File: src/rtl/mem_access_fsm_if.sv
// BRAM-side bus of mem_access_fsm: both ports of a dual-port synchronous BRAM.
// The controller is the master (drives address/data/we and reads q).
// The memory is the slave.
interface mem_access_fsm_if #(
   parameter int DATA_WIDTH = 16,
   parameter int ADDR_WIDTH = 16
) ();
   logic [ADDR_WIDTH-1:0] addr_a;
   logic [ADDR_WIDTH-1:0] addr_b;
   logic [DATA_WIDTH-1:0] data_a;
   logic [DATA_WIDTH-1:0] data_b;
   logic                  we_a;
   logic                  we_b;
   logic [DATA_WIDTH-1:0] q_a;
   logic [DATA_WIDTH-1:0] q_b;

   modport master (
      output addr_a, addr_b, data_a, data_b, we_a, we_b,
      input  q_a, q_b
   );

   modport slave (
      input  addr_a, addr_b, data_a, data_b, we_a, we_b,
      output q_a, q_b
   );
endinterface

File: src/rtl/mem_access_fsm.sv
// Single/burst read-write controller for one port of a dual-port BRAM.
// Modes: single read, single write, fill (incrementing pattern) and check
// (compare against the same pattern, stop at the first mismatch).
// Every output is registered. busy/done lag the state by one clock, so the
// first word's we pulse appears one cycle after the start edge is sampled.
module mem_access_fsm #(
   parameter int DATA_WIDTH = 16,
   parameter int ADDR_WIDTH = 16
) (
   input  logic                  clk,
   input  logic                  reset_n,
   input  logic                  start,
   input  logic [1:0]            mode,
   input  logic                  port_sel,
   input  logic [ADDR_WIDTH-1:0] base_addr,
   input  logic [DATA_WIDTH-1:0] wdata,
   input  logic [ADDR_WIDTH-1:0] count,
   mem_access_fsm_if.master      bram,
   output logic                  busy,
   output logic                  done,
   output logic [DATA_WIDTH-1:0] rdata,
   output logic [DATA_WIDTH-1:0] last_wdata,
   output logic                  error,
   output logic [ADDR_WIDTH-1:0] err_addr,
   output logic                  port_led,
   output logic                  rw_led
);
   localparam logic [1:0] MODE_CHECK = 2'b11;
   localparam logic [ADDR_WIDTH-1:0] ONE = ADDR_WIDTH'(1);

   typedef enum logic [2:0] {IDLE, ISSUE, WAIT, CAPTURE, DONE} stateT;

   stateT                 state;
   logic                  startPrev;
   logic [1:0]            modeLat;
   logic                  portLat;
   logic [ADDR_WIDTH-1:0] baseLat;
   logic [DATA_WIDTH-1:0] wdataLat;
   logic [ADDR_WIDTH-1:0] remaining;
   logic [ADDR_WIDTH-1:0] offset;
   logic [ADDR_WIDTH-1:0] addrA, addrB;
   logic [DATA_WIDTH-1:0] dataA, dataB;
   logic                  weA, weB;

   logic [ADDR_WIDTH-1:0] curAddr;
   logic [DATA_WIDTH-1:0] expData;
   logic [DATA_WIDTH-1:0] selQ;
   logic                  startEdge;
   logic                  isWrite;
   logic                  isBurst;
   logic                  lastWord;

   // Address and pattern both wrap naturally through their widths.
   assign curAddr   = baseLat + offset;
   assign expData   = wdataLat + DATA_WIDTH'(offset);
   assign selQ      = portLat ? bram.q_b : bram.q_a;
   assign startEdge = start & ~startPrev;
   assign isWrite   = modeLat[1] ^ modeLat[0];   // single write or fill
   assign isBurst   = modeLat[1];                // fill or check
   assign lastWord  = !isBurst || (remaining == ONE);

   assign bram.addr_a = addrA;
   assign bram.addr_b = addrB;
   assign bram.data_a = dataA;
   assign bram.data_b = dataB;
   assign bram.we_a   = weA;
   assign bram.we_b   = weB;

   // Transaction sequencer. It also registers every output and all the bus signals.
   always_ff @(posedge clk or negedge reset_n) begin
      if (!reset_n) begin
         state      <= IDLE;
         startPrev  <= 1'b0;
         modeLat    <= '0;
         portLat    <= 1'b0;
         baseLat    <= '0;
         wdataLat   <= '0;
         remaining  <= '0;
         offset     <= '0;
         addrA      <= '0;
         addrB      <= '0;
         dataA      <= '0;
         dataB      <= '0;
         weA        <= 1'b0;
         weB        <= 1'b0;
         busy       <= 1'b0;
         done       <= 1'b0;
         rdata      <= '0;
         last_wdata <= '0;
         error      <= 1'b0;
         err_addr   <= '0;
         port_led   <= 1'b0;
         rw_led     <= 1'b0;
      end else begin
         startPrev <= start;
         weA       <= 1'b0;
         weB       <= 1'b0;
         done      <= 1'b0;
         case (state)
            IDLE: begin
               busy <= 1'b0;
               if (startEdge) begin
                  modeLat   <= mode;
                  portLat   <= port_sel;
                  baseLat   <= base_addr;
                  wdataLat  <= wdata;
                  remaining <= count;
                  offset    <= '0;
                  error     <= 1'b0;
                  err_addr  <= '0;
                  port_led  <= port_sel;
                  rw_led    <= mode[1] ^ mode[0];
                  state     <= ISSUE;
               end
            end
            ISSUE: begin
               busy <= 1'b1;
               if (isBurst && remaining == '0) begin
                  // An empty burst touches no memory at all.
                  state <= DONE;
               end else begin
                  if (portLat) addrB <= curAddr;
                  else         addrA <= curAddr;
                  if (isWrite) begin
                     if (portLat) begin
                        weB   <= 1'b1;
                        dataB <= expData;
                     end else begin
                        weA   <= 1'b1;
                        dataA <= expData;
                     end
                     last_wdata <= expData;
                     offset     <= offset + ONE;
                     remaining  <= remaining - ONE;
                     state      <= lastWord ? DONE : ISSUE;
                  end else begin
                     state <= WAIT;
                  end
               end
            end
            WAIT: begin
               // The address is held here while the BRAM registers q.
               busy  <= 1'b1;
               state <= CAPTURE;
            end
            CAPTURE: begin
               busy  <= 1'b1;
               rdata <= selQ;
               if (modeLat == MODE_CHECK && selQ != expData) begin
                  error    <= 1'b1;
                  err_addr <= curAddr;
                  state    <= DONE;
               end else begin
                  offset    <= offset + ONE;
                  remaining <= remaining - ONE;
                  state     <= lastWord ? DONE : ISSUE;
               end
            end
            DONE: begin
               busy  <= 1'b0;
               done  <= 1'b1;
               state <= IDLE;
            end
            default: begin
               busy  <= 1'b0;
               state <= IDLE;
            end
         endcase
      end
   end
endmodule

File: src/flat_wrapper.sv
// flat-port wrapper written by rule: the top's interface ports become plain ports
module mem_access_fsm_flat 
#(
   parameter int DATA_WIDTH = 16,
   parameter int ADDR_WIDTH = 16
)
  (clk, reset_n, start, mode, port_sel, base_addr, wdata, count, busy, done, rdata, last_wdata, error, err_addr, port_led, rw_led, bram_addr_a, bram_addr_b, bram_data_a, bram_data_b, bram_we_a, bram_we_b, bram_q_a, bram_q_b);
  mem_access_fsm_if #(.DATA_WIDTH(DATA_WIDTH), .ADDR_WIDTH(ADDR_WIDTH)) bram_i ();
  input  logic clk;
  input  logic reset_n;
  input  logic start;
  input  logic [1:0] mode;
  input  logic port_sel;
  input  logic [ADDR_WIDTH-1:0] base_addr;
  input  logic [DATA_WIDTH-1:0] wdata;
  input  logic [ADDR_WIDTH-1:0] count;
  output logic busy;
  output logic done;
  output logic [DATA_WIDTH-1:0] rdata;
  output logic [DATA_WIDTH-1:0] last_wdata;
  output logic error;
  output logic [ADDR_WIDTH-1:0] err_addr;
  output logic port_led;
  output logic rw_led;
  output wire logic [$bits(bram_i.addr_a)-1:0] bram_addr_a;
  output wire logic [$bits(bram_i.addr_b)-1:0] bram_addr_b;
  output wire logic [$bits(bram_i.data_a)-1:0] bram_data_a;
  output wire logic [$bits(bram_i.data_b)-1:0] bram_data_b;
  output wire logic [$bits(bram_i.we_a)-1:0] bram_we_a;
  output wire logic [$bits(bram_i.we_b)-1:0] bram_we_b;
  input wire logic [$bits(bram_i.q_a)-1:0] bram_q_a;
  input wire logic [$bits(bram_i.q_b)-1:0] bram_q_b;
  assign bram_addr_a = bram_i.addr_a;
  assign bram_addr_b = bram_i.addr_b;
  assign bram_data_a = bram_i.data_a;
  assign bram_data_b = bram_i.data_b;
  assign bram_we_a = bram_i.we_a;
  assign bram_we_b = bram_i.we_b;
  assign bram_i.q_a = bram_q_a;
  assign bram_i.q_b = bram_q_b;
  mem_access_fsm #(.DATA_WIDTH(DATA_WIDTH), .ADDR_WIDTH(ADDR_WIDTH)) u_core (.clk(clk), .reset_n(reset_n), .start(start), .mode(mode), .port_sel(port_sel), .base_addr(base_addr), .wdata(wdata), .count(count), .bram(bram_i), .busy(busy), .done(done), .rdata(rdata), .last_wdata(last_wdata), .error(error), .err_addr(err_addr), .port_led(port_led), .rw_led(rw_led));
endmodule
File: config.mk
export PLATFORM = sky130hd
export DESIGN_NAME = mem_access_fsm_flat
export DESIGN_NICKNAME = d
export VERILOG_FILES = /design/src/rtl/mem_access_fsm_if.sv /design/src/rtl/mem_access_fsm.sv /design/src/flat_wrapper.sv
export SDC_FILE = /design/constraint.sdc
export NUM_CORES = 1
export LEC_CHECK = 0
export ABC_AREA = 0
export BUFFER_PORTS_ARGS = -buffer_cell sky130_fd_sc_hd__buf_2
export CORE_ASPECT_RATIO = 0.8
export CORE_MARGIN = 2
export CORE_UTILIZATION = 60
export DETAILED_ROUTE_END_ITERATION = 12
export PLACE_DENSITY = 0.86
export SYNTH_ARGS = -nofsm -noshare
export SYNTH_HDL_FRONTEND = slang
export SYNTH_SLANG_ARGS = --single-unit
File: constraint.sdc
create_clock -name clk -period 7.3 [get_ports clk]
set_input_delay 0.365 -clock clk [delete_from_list [all_inputs] [get_ports clk]]
set_output_delay 0.365 -clock clk [all_outputs]
set_load 0.01 [all_outputs]
==> impl_metrics.yaml <==
status:
  outcome: "complete, no violations"
sta:
  slew_headroom_pct: 17.72
  max_freq_mhz: 210.3
  max_slew.worst_pin.slew_ps: 1231
  fin_worst_skew_ps: 13.61
  tns_ps: 0
  setup_viol: 0
  period_share_pct: 65.14
  final_max_slew_viol_count: 0
  hold_viol: 0
  rsz0062_at_grt: "false"
  period_minus_slack_ps: 4755
critical_path:
  cpPeakStageDelay_ps: 960
  critPathTopFamily: "compound AO/OA/AOI/OAI gates"
  r2r_cells: 12
  critical_path_arrival_ps: 5110
  ff2ff_setup_slack_ps: 2540
  crit_path_cell_trace: "ha_1 > fa_1 > a211o_1 > a211o_1 > a41oi_1 > a311o_1 > xnor2_1 > xor2_1 > o311a_1 > a21oi_4 > o21ai_0 > a21oi_1"
  cp-start-kind: "flop"
  crit_slowest_cell: "a21oi_4"
  startpoint: "u_core.offset[0]$_DFFE_PN0P_"
  endpoint_kind: "flop"
  crit_type: "reg -> reg"
  cp_data_required_time_ps: 7660
  crit_buf_inv: 0
  path_common_cell: "a211o_1"
  rr_startpoint: "u_core.offset[0]$_DFFE_PN0P_"
  crit_fanout: 57
  r2r-end: "u_core.offset[6]$_DFFE_PN0P_"
place:
  place_area_sq_um: 10960
  numPortBuffers: 204
  post-dp-hpwl_um: 18500
  dpl.cell_count: 1434
  gp_congestion: 0.9296
clocking:
  cts_root_buf: "clkbuf_16"
  cts_num_sinks: 189
  postCtsHoldBufs: 0
  clockBufferDepth: 2
  cts_buffers: 17
  cts_setup_buffers: 0
  cts_tree: "done"
  ctsHtreeMaxLevel: 4
  clock_latency_ps: 450
  clk_pin_slew_worst_paths_ps: 70
  cts_resized: 0
floorplanning:
  io_pins: 205
  die_y_um: 118.4
  die_w_um: 147
  core_sq_um: 15900
  die-area_sq_um: 17400
  rows: 41
  start_util_pct: 61.72
grt:
  grt_pass1_vias: 8096
  grt_pass1_wl_um: 42130
  antenna_found_initial: 0
  gr-total-overflow: 0
  track_usage_pct: 30.68
  grt_start_max_net_pins: 123
drt:
  drtPass1Iterations: 6
  drt-total-wl_um: 26020
  dr_total_vias: 8764
  drt_iter0_markers: 774
  drc: 0
  routed-wl-met2_um: 11380
  top_layer: "met4"
  ant_nets: 0
  detail_route.vias_per_cell: 5.978
  dr_wl_met3_um: 2576
  wire_per_inst_um: 17.75
  drt-met1-wl_um: 11610
logic_synthesis:
  syn_inst: 1064
  synth_common_cells: "264 x nand2_1, 189 x dfrtp_1, 127 x o21ai_0"
  ys_warn_count: 0
  synth_top_family_by_area: "simple AND/OR/NAND/NOR gates"
  yosysMostFrequentCell: "nand2_1"
  synth.avg_cell_area_sq_um: 9.225
  synthSimpleGateAreaFrac_pct: 19.87
  ys_seq_area_share_pct: 48.18
  synth.top_cell.area_share_pct: 48.18
  synth_flop_cell: "dfrtp_1"
  syn-num-nets: 1186
  synth.area.top_cells: "dfrtp_1 48%, nand2_1 10%, o21ai_0 6.5%"
  synth_xor_area_share_pct: 3.735
  yosys.area.top_type: "dfrtp_1"
  synth-edff-count: 0
  synth_compound_gate_area_share_pct: 15.67
  ys_ff_latch: 189
  synthArstFlopShare_pct: 100.0
  syn_area_sq_um: 9816
  synthAdderAreaFrac_pct: 4.742
  synth.mux.area_fraction_pct: 4.818
  synth.distinct_cells: 69
layout:
  drive_gt1_share_pct: 21.90
  areaGrowthSynthToFinish_pct: 18.04
  antenna_cells: 0
  fin_cells: 1466
  layout.nets: 1360
  stdcell_area_sq_um: 11590
power:
  p_sw_w: 0.002204
  internal_power_w: 0.002863
  p_sw_share_pct: 43.50
  comb_power_share_pct: 45.2
  vdd_drop_max_mv: 0.2670
  powerDensity_nw_per_um2: 437.4
  p_clk_share_pct: 19.2
  total_power_w: 0.005068
  power.leakage_nw: 5.809
  power_frac_seq_pct: 35.6
hold_path:
  hold_depth: 1
  min_to: "u_core.startPrev$_DFF_PN0_"
  hold_path.class: "in -> reg"
  hold_start: "start"
run:
  maxCapViolations: 0
==> power by group through the flow <==
stage | sequential, W | clock, W | combinational (W)
finish | 0.00180 | 0.000975 | 0.00229
global route | 0.00185 | 0.00103 | 0.00253
global placement | 0.00179 | 0 | 0.00217
CTS | 0.00179 | 0.000980 | 0.00227
floorplan | 0.00184 | 0 | 0.00143
detailed placement | 0.00180 | 0 | 0.00224
==> state kept, by name, indices dropped and copies added, names as in the netlist, 2 cells and up <==
| name | count |
|---|---|
| u_core.baseLat | 16 |
| u_core.bram.addr_a | 16 |
| u_core.bram.addr_b | 16 |
| u_core.bram.data_a | 16 |
| u_core.bram.data_b | 16 |
| u_core.err_addr | 16 |
| u_core.last_wdata | 16 |
| u_core.modeLat | 2 |
| u_core.offset | 16 |
| u_core.rdata | 16 |
| u_core.remaining | 16 |
| u_core.state | 3 |
| u_core.wdataLat | 16 |
==> layer usage <==
metal  up-vias  global-route usage, %
li1       4085                      -
met1      4183                  45.16
met2       447                  45.13
met3        49                  8.417
met4         0                  8.353
met5         -                      0
==> logic make-up (layout without fill, tap and decap cells) <==
group,count (synthesis),in the layout
XOR/XNOR,37,37
multiplexers,45,45
AND/OR/NAND/NOR,431,431
adder cells (fa/ha/maj),36,36
AO/OA/AOI/OAI,253,253
buffers and inverters,73,260
flip-flops,189,189
==> final cells by class <==
cell class / instances / area [sq um]
clock buffers: 17 / 425.4
multi-input cells: 802 / 4820
well taps: 215 / 269.0
fillers: 1171 / 4317
repair buffers: 210 / 1075
clock inverters: 15 / 200.2
inverters: 18 / 67.56
flip-flops and latches: 189 / 4730
==> per-stage QoR <==
step	hold slack, ps	worst slack, ps	utilization (%)
floorplan	69.41	3248	-
global placement	455.4	2786	68.92
detailed placement	461.8	2685	68.92
CTS	39.47	2645	72.86
global route	40.03	2260	72.86
finish	51.51	2545	72.86
==> how the worst max path moves through the flow <==
| stage | cells past startpoint | to |
|---|---|---|
| detailed placement | 12 | u_core.offset[10]$_DFFE_PN0P_ |
| global route | 11 | u_core.offset[6]$_DFFE_PN0P_ |
| CTS | 12 | u_core.offset[10]$_DFFE_PN0P_ |
| floorplan | 13 | u_core.offset[11]$_DFFE_PN0P_ |
| finish | 12 | u_core.offset[6]$_DFFE_PN0P_ |
| global placement | 12 | u_core.offset[13]$_DFFE_PN0P_ |
==> placed cells by master (no fill, tap or decap), types with 17 or more instances in the layout <==
| cell | netlist | final |
|---|---|---|
| a21oi_1 | 43 | 43 |
| dfrtp_1 | 189 | 189 |
| ha_1 | 34 | 34 |
| mux2i_1 | 27 | 27 |
| nor2_1 | 41 | 41 |
| clkbuf_16 | 0 | 17 |
| nand3_1 | 17 | 17 |
| inv_1 | 18 | 18 |
| buf_2 | 6 | 203 |
| o21ai_0 | 127 | 127 |
| nor3_1 | 23 | 23 |
| nand2_1 | 264 | 264 |
| mux2_2 | 18 | 18 |
| xnor2_1 | 20 | 20 |
No activity file was read; power rests on OpenSTA's default activity.
